--- config.mk ---
export PLATFORM = sky130hd
export DESIGN_NAME = key_conditioner
export DESIGN_NICKNAME = d
export VERILOG_FILES = /design/src/rtl/supercar_pkg.sv /design/src/rtl/key_channel.sv /design/src/rtl/key_conditioner.sv
export SDC_FILE = /design/constraint.sdc
export NUM_CORES = 1
export LEC_CHECK = 0
export CAP_MARGIN = 30
export CORE_MARGIN = 8
export CORE_UTILIZATION = 50
export CTS_CLUSTER_DIAMETER = 50
export DETAILED_ROUTE_END_ITERATION = 12
export PLACE_DENSITY_LB_ADDON = 0.2
export SETUP_SLACK_MARGIN = 0.2
export SYNTH_ARGS = -nofsm -noshare
export SYNTH_HDL_FRONTEND = slang
export SYNTH_SLANG_ARGS = --single-unit
--- constraint.sdc ---
create_clock -name CLOCK_50 -period 13.95 [get_ports CLOCK_50]
set_input_delay 2.79 -clock CLOCK_50 [delete_from_list [all_inputs] [get_ports CLOCK_50]]
set_output_delay 2.79 -clock CLOCK_50 [all_outputs]
set_load 0.01 [all_outputs]
--- src/rtl/supercar_pkg.sv ---
// Shared definitions for the Supercar input path: key FSM state encoding
// and default timing constants for a 50 MHz CLOCK_50.
package supercar_pkg;

    localparam logic [1:0] IDLE   = 2'd0;
    localparam logic [1:0] HELD   = 2'd1;
    localparam logic [1:0] REPEAT = 2'd2;

    localparam int CLK_HZ                = 50_000_000;
    localparam int DEF_DEBOUNCE_CYCLES   = CLK_HZ / 50;
    localparam int DEF_REPEAT_DELAY      = CLK_HZ / 2;
    localparam int DEF_REPEAT_PERIOD     = CLK_HZ / 10;

    // Width of a down-counter that must hold the larger of two reload values minus one.
    function automatic int timer_width(input int a, input int b);
        int m;
        m = (a > b) ? a : b;
        return (m < 2) ? 1 : $clog2(m);
    endfunction

endpackage

--- src/rtl/key_channel.sv ---
// One key: 2-flop synchroniser, debouncer, and press/hold/repeat FSM.
// All outputs are registered and active-high.
module key_channel
    import supercar_pkg::*;
#(
    parameter int DEBOUNCE_CYCLES = DEF_DEBOUNCE_CYCLES,
    parameter int REPEAT_DELAY    = DEF_REPEAT_DELAY,
    parameter int REPEAT_PERIOD   = DEF_REPEAT_PERIOD
) (
    input  logic clk,
    input  logic rst,
    input  logic key_n,
    input  logic repeat_en,
    output logic key_level,
    output logic key_press,
    output logic key_release,
    output logic key_repeat
);

    localparam int CW = $clog2(DEBOUNCE_CYCLES);
    localparam int TW = timer_width(REPEAT_DELAY, REPEAT_PERIOD);

    logic          sync1;
    logic          sync2;
    logic          stable;
    logic [CW-1:0] count;
    logic [1:0]    state;
    logic [TW-1:0] timer;
    logic          accept;
    logic          accept_press;
    logic          accept_release;

    always_ff @(posedge clk or posedge rst) begin
        if (rst) begin
            sync1 <= 1'b1;
            sync2 <= 1'b1;
        end else begin
            sync1 <= key_n;
            sync2 <= sync1;
        end
    end

    assign accept         = (sync2 != stable) && (count == CW'(DEBOUNCE_CYCLES - 1));
    assign accept_press   = accept && !sync2;
    assign accept_release = accept && sync2;

    // Any cycle that agrees with the accepted level restarts the stability count.
    always_ff @(posedge clk or posedge rst) begin
        if (rst) begin
            stable <= 1'b1;
            count  <= '0;
        end else begin
            if (sync2 == stable || accept) begin
                count <= '0;
            end else begin
                count <= count + 1'b1;
            end
            if (accept) begin
                stable <= sync2;
            end
        end
    end

    always_ff @(posedge clk or posedge rst) begin
        if (rst) begin
            state       <= IDLE;
            timer       <= '0;
            key_level   <= 1'b0;
            key_press   <= 1'b0;
            key_release <= 1'b0;
            key_repeat  <= 1'b0;
        end else begin
            key_press   <= accept_press;
            key_release <= accept_release;
            key_repeat  <= 1'b0;
            if (accept) begin
                key_level <= ~sync2;
            end
            // A release takes priority over a repeat expiring on the same edge.
            if (accept_release) begin
                state <= IDLE;
                timer <= '0;
            end else if (accept_press) begin
                state <= HELD;
                timer <= TW'(REPEAT_DELAY - 1);
            end else begin
                case (state)
                    HELD: begin
                        if (timer == '0) begin
                            if (repeat_en) begin
                                key_repeat <= 1'b1;
                                state      <= REPEAT;
                                timer      <= TW'(REPEAT_PERIOD - 1);
                            end
                        end else begin
                            timer <= timer - 1'b1;
                        end
                    end
                    REPEAT: begin
                        if (timer == '0) begin
                            key_repeat <= 1'b1;
                            timer      <= TW'(REPEAT_PERIOD - 1);
                        end else begin
                            timer <= timer - 1'b1;
                        end
                    end
                    IDLE: begin
                        timer <= '0;
                    end
                    default: begin
                        state <= IDLE;
                        timer <= '0;
                    end
                endcase
            end
        end
    end

endmodule

--- src/rtl/key_conditioner.sv ---
// Conditions the raw active-low DE-board KEY buttons into clean levels and
// single-cycle press, release and auto-repeat pulses for the Supercar block.
module key_conditioner
    import supercar_pkg::*;
#(
    parameter int                N_KEYS          = 4,
    parameter int                DEBOUNCE_CYCLES = DEF_DEBOUNCE_CYCLES,
    parameter int                REPEAT_DELAY    = DEF_REPEAT_DELAY,
    parameter int                REPEAT_PERIOD   = DEF_REPEAT_PERIOD,
    parameter logic [N_KEYS-1:0] REPEAT_EN       = 4'b1100
) (
    input  logic              CLOCK_50,
    input  logic              RESET,
    input  logic [N_KEYS-1:0] KEY,
    output logic [N_KEYS-1:0] KEY_LEVEL,
    output logic [N_KEYS-1:0] KEY_PRESS,
    output logic [N_KEYS-1:0] KEY_RELEASE,
    output logic [N_KEYS-1:0] KEY_REPEAT
);

    for (genvar i = 0; i < N_KEYS; i++) begin : g_key
        key_channel #(
            .DEBOUNCE_CYCLES (DEBOUNCE_CYCLES),
            .REPEAT_DELAY    (REPEAT_DELAY),
            .REPEAT_PERIOD   (REPEAT_PERIOD)
        ) u_channel (
            .clk         (CLOCK_50),
            .rst         (RESET),
            .key_n       (KEY[i]),
            .repeat_en   (REPEAT_EN[i]),
            .key_level   (KEY_LEVEL[i]),
            .key_press   (KEY_PRESS[i]),
            .key_release (KEY_RELEASE[i]),
            .key_repeat  (KEY_REPEAT[i])
        );
    end

endmodule
==> impl_metrics.py <==
metrics = {
    "run_status": {
        "outcome": "complete, no violations",
    },
    "finish": {
        "largest_register_ff_count": 80,
        "num_antenna_cells": 0,
        "utilization_pct": 56.7,
        "drive_above_1_share_pct": 7.72,
        "syn_to_final_growth_pct": 11.4,
        "nets": 795,
        "top_regs": "g_key.u_channel.count (80), g_key.u_channel.timer (50)",
        "top_register": "g_key.u_channel.count",
    },
    "setup_path": {
        "path_depth": 1,
        "rr_worst_depth": 6,
        "cp_cell_sequence": "clkdlybuf4s50_1",
        "path_max_fanout": 3,
        "crit_path_start_kind": "register",
        "cp_slowest_stage_delay_ps": 570,
        "worstPathRequired_ps": 11160,
        "end_kind": "primary output",
        "reg2reg_to": "g_key[3].u_channel.timer[19]$_DFF_PP0_",
        "crit_type": "register to primary output",
        "cp_data_arrival_time_ps": 1360,
        "r2r_slack_ps": 11220,
        "cp_top_family": "buffers and inverters",
        "slowest_stage": "clkdlybuf4s50_1",
        "r2r-start": "g_key[3].u_channel.count[0]$_DFF_PP0_",
        "critical_path_buf_inv_count": 1,
    },
    "grt": {
        "grt_pass1_wl_microns": 25500,
        "antenna_found_initial": 0,
        "grt.overflow.total": 0,
        "grt_start_max_net_pins": 76,
        "grt_use_total_pct": 15.6,
        "grt_pass1_vias": 5549,
    },
    "synth": {
        "yosysTopAreaCellShare_pct": 48.2,
        "async_flop_share_pct": 100,
        "synthTopCellsByArea": "dfrtp_1 (48%), xnor2_1 (8.2%), nor2_1 (6.9%)",
        "yosys.area.top_type": "dfrtp_1",
        "syn_area_sq_um": 7680,
        "ys_ff_latch": 160,
        "post-synth-top-count-cell": "dfrtp_1",
        "seq_area_frac_synth_pct": 52.3,
        "synth.avg_cell_area_sq_um": 9.97,
        "ys_warn_count": 0,
        "syn_inst": 770,
        "ys.flop_type": "dfrtp_1",
        "yosys.cell_types.count": 56,
        "synth_common_cells": "dfrtp_1 (148), nor2_1 (141), xnor2_1 (72)",
        "synth_edf_count": 0,
    },
    "clocking": {
        "post_cts_buffers": 0,
        "cts.sinks": 160,
        "clock_latency_ps": 420,
        "cts-root-buf": "clkbuf_16",
        "cts_tree": "built",
        "hold_buffers": 0,
        "cts_buffer_depth": 2,
        "htree_levels": 4,
        "numCtsBuffers": 17,
        "cts_resized": 0,
        "clk_pin_slew_ps": 60,
    },
    "flow_run": {
        "cap_violations": 0,
    },
    "timing": {
        "rsz0062_at_grt": "false",
        "hold_violations": 0,
        "finalCritPeriodShare_pct": 29.7,
        "fmax_mhz": 241,
        "relSlewSlack_pct": 37.8,
        "layout_min_cycle_time_ps": 4150,
        "holdWs_ps": 358,
        "fin_setup_tns_ps": 0,
        "worstMarginPinSlew_ps": 927,
        "maxSlewViolCount": 0,
        "finClkSkew_ps": 7.43,
        "finalSetupViolCount": 0,
    },
    "floorplan": {
        "core_area_sq_um": 15100,
        "die_area_sq_um": 19600,
        "die_y_microns": 140,
        "rows": 45,
        "io_pins": 22,
        "initial_core_util_pct": 50.9,
        "die_w_microns": 140,
    },
    "routing": {
        "dr.pass1.iters": 6,
        "wirelength_microns": 14200,
        "ant_nets": 0,
        "drt_iter0_drc": 273,
        "num_vias": 5334,
        "routedWlPerCell_microns": 14.5,
        "drc": 0,
        "viasPerCell": 5.45,
    },
    "power_and_ir_drop": {
        "power_density_nw_per_um2": 114,
        "leakage_nw": 3.89,
        "vdd_ir_drop_max_v": 0.0000876,
    },
    "place": {
        "gp_congestion": 0.810,
        "dp_hpwl_microns": 9210,
        "io_buffers": 19,
    },
    "min_path": {
        "min_from": "g_key[1].u_channel.sync1$_DFF_PP1_",
        "min_path_type": "register to register",
        "min_path_cells": 0,
        "hold_path_end": "g_key[1].u_channel.sync2$_DFF_PP1_",
    },
}
-- worst max-delay path by stage --
stage,start,end
after floorplan,RESET,g_key[0].u_channel.count[0]$_DFF_PP0_
after global placement,RESET,g_key[2].u_channel.count[16]$_DFF_PP0_
after detailed placement,RESET,g_key[2].u_channel.sync1$_DFF_PP1_
after CTS,g_key[1].u_channel.key_level$_DFFE_PP0P_,KEY_LEVEL[1]
after global routing,g_key[1].u_channel.key_level$_DFFE_PP0P_,KEY_LEVEL[1]
final,g_key[1].u_channel.key_level$_DFFE_PP0P_,KEY_LEVEL[1]
-- cell families (layout without fill, tap and decap cells) --
| group | after synthesis | after routing | share of synthesized area, % |
|---|---|---|---|
| DFF | 160 | 160 | 52.3 |
| and+or+nand+nor | 362 | 362 | 23.6 |
| adders and majority gates | 12 | 12 | 1.95 |
| AOI/OAI and AO/OA | 64 | 64 | 5.10 |
| buffers and inverters | 57 | 76 | 3.98 |
| xor gates and xnor gates | 113 | 113 | 12.9 |
| muxes | 1 | 1 | 0.147 |
| other | 1 | 2 | 0.0488 |
-- layout by cell type, fill, tap and decap left out, drive strengths merged, types with 23 or more instances in the layout --
| cell type | instances |
|---|---|
| xnor2 | 72 |
| nand3 | 27 |
| clkbuf | 27 |
| nor2 | 141 |
| nand4 | 23 |
| nor3 | 35 |
| xor2 | 41 |
| o21ai | 36 |
| nand2 | 52 |
| dfrtp | 148 |
-- report_power, final --
| part | internal, W | switching (W) |
|---|---|---|
| logic | 0.00000570 | 0.0000157 |
| registers | 0.000469 | 0.00000391 |
| clock network | 0.000305 | 0.000177 |
-- per-layer routing --
layer | routed length, microns | GRT usage (%) | vias up
met2 | 6730 | 25.6 | 48
met4 | 210 | 5.83 | 0
met1 | 6880 | 19.8 | 2659
li1 | - | - | 2602
met3 | 378 | 3.60 | 25
met5 | 0 | 0 | -
-- stage by stage --
step	cells	total power [W]	instance area (sq um)	worst slack [ps]
after global placement	945	0.000502	7910	9060
after detailed placement	946	0.000504	7940	9440
final	978	0.000976	8550	9800
after floorplan	771	0.000496	7680	6860
after CTS	978	0.000989	8550	9780
after global routing	978	0.00101	8550	9760
-- layout make-up --
type | instances | area, sq um
tap | 188 | 235
clock buffer | 27 | 513
multi-input combinational | 554 | 3360
fill | 1297 | 6540
inverter | 22 | 87.6
clock inverter | 5 | 100
timing repair buffer | 22 | 233
sequential | 160 | 4020
Note: power is estimated with default switching activity, not from simulation.
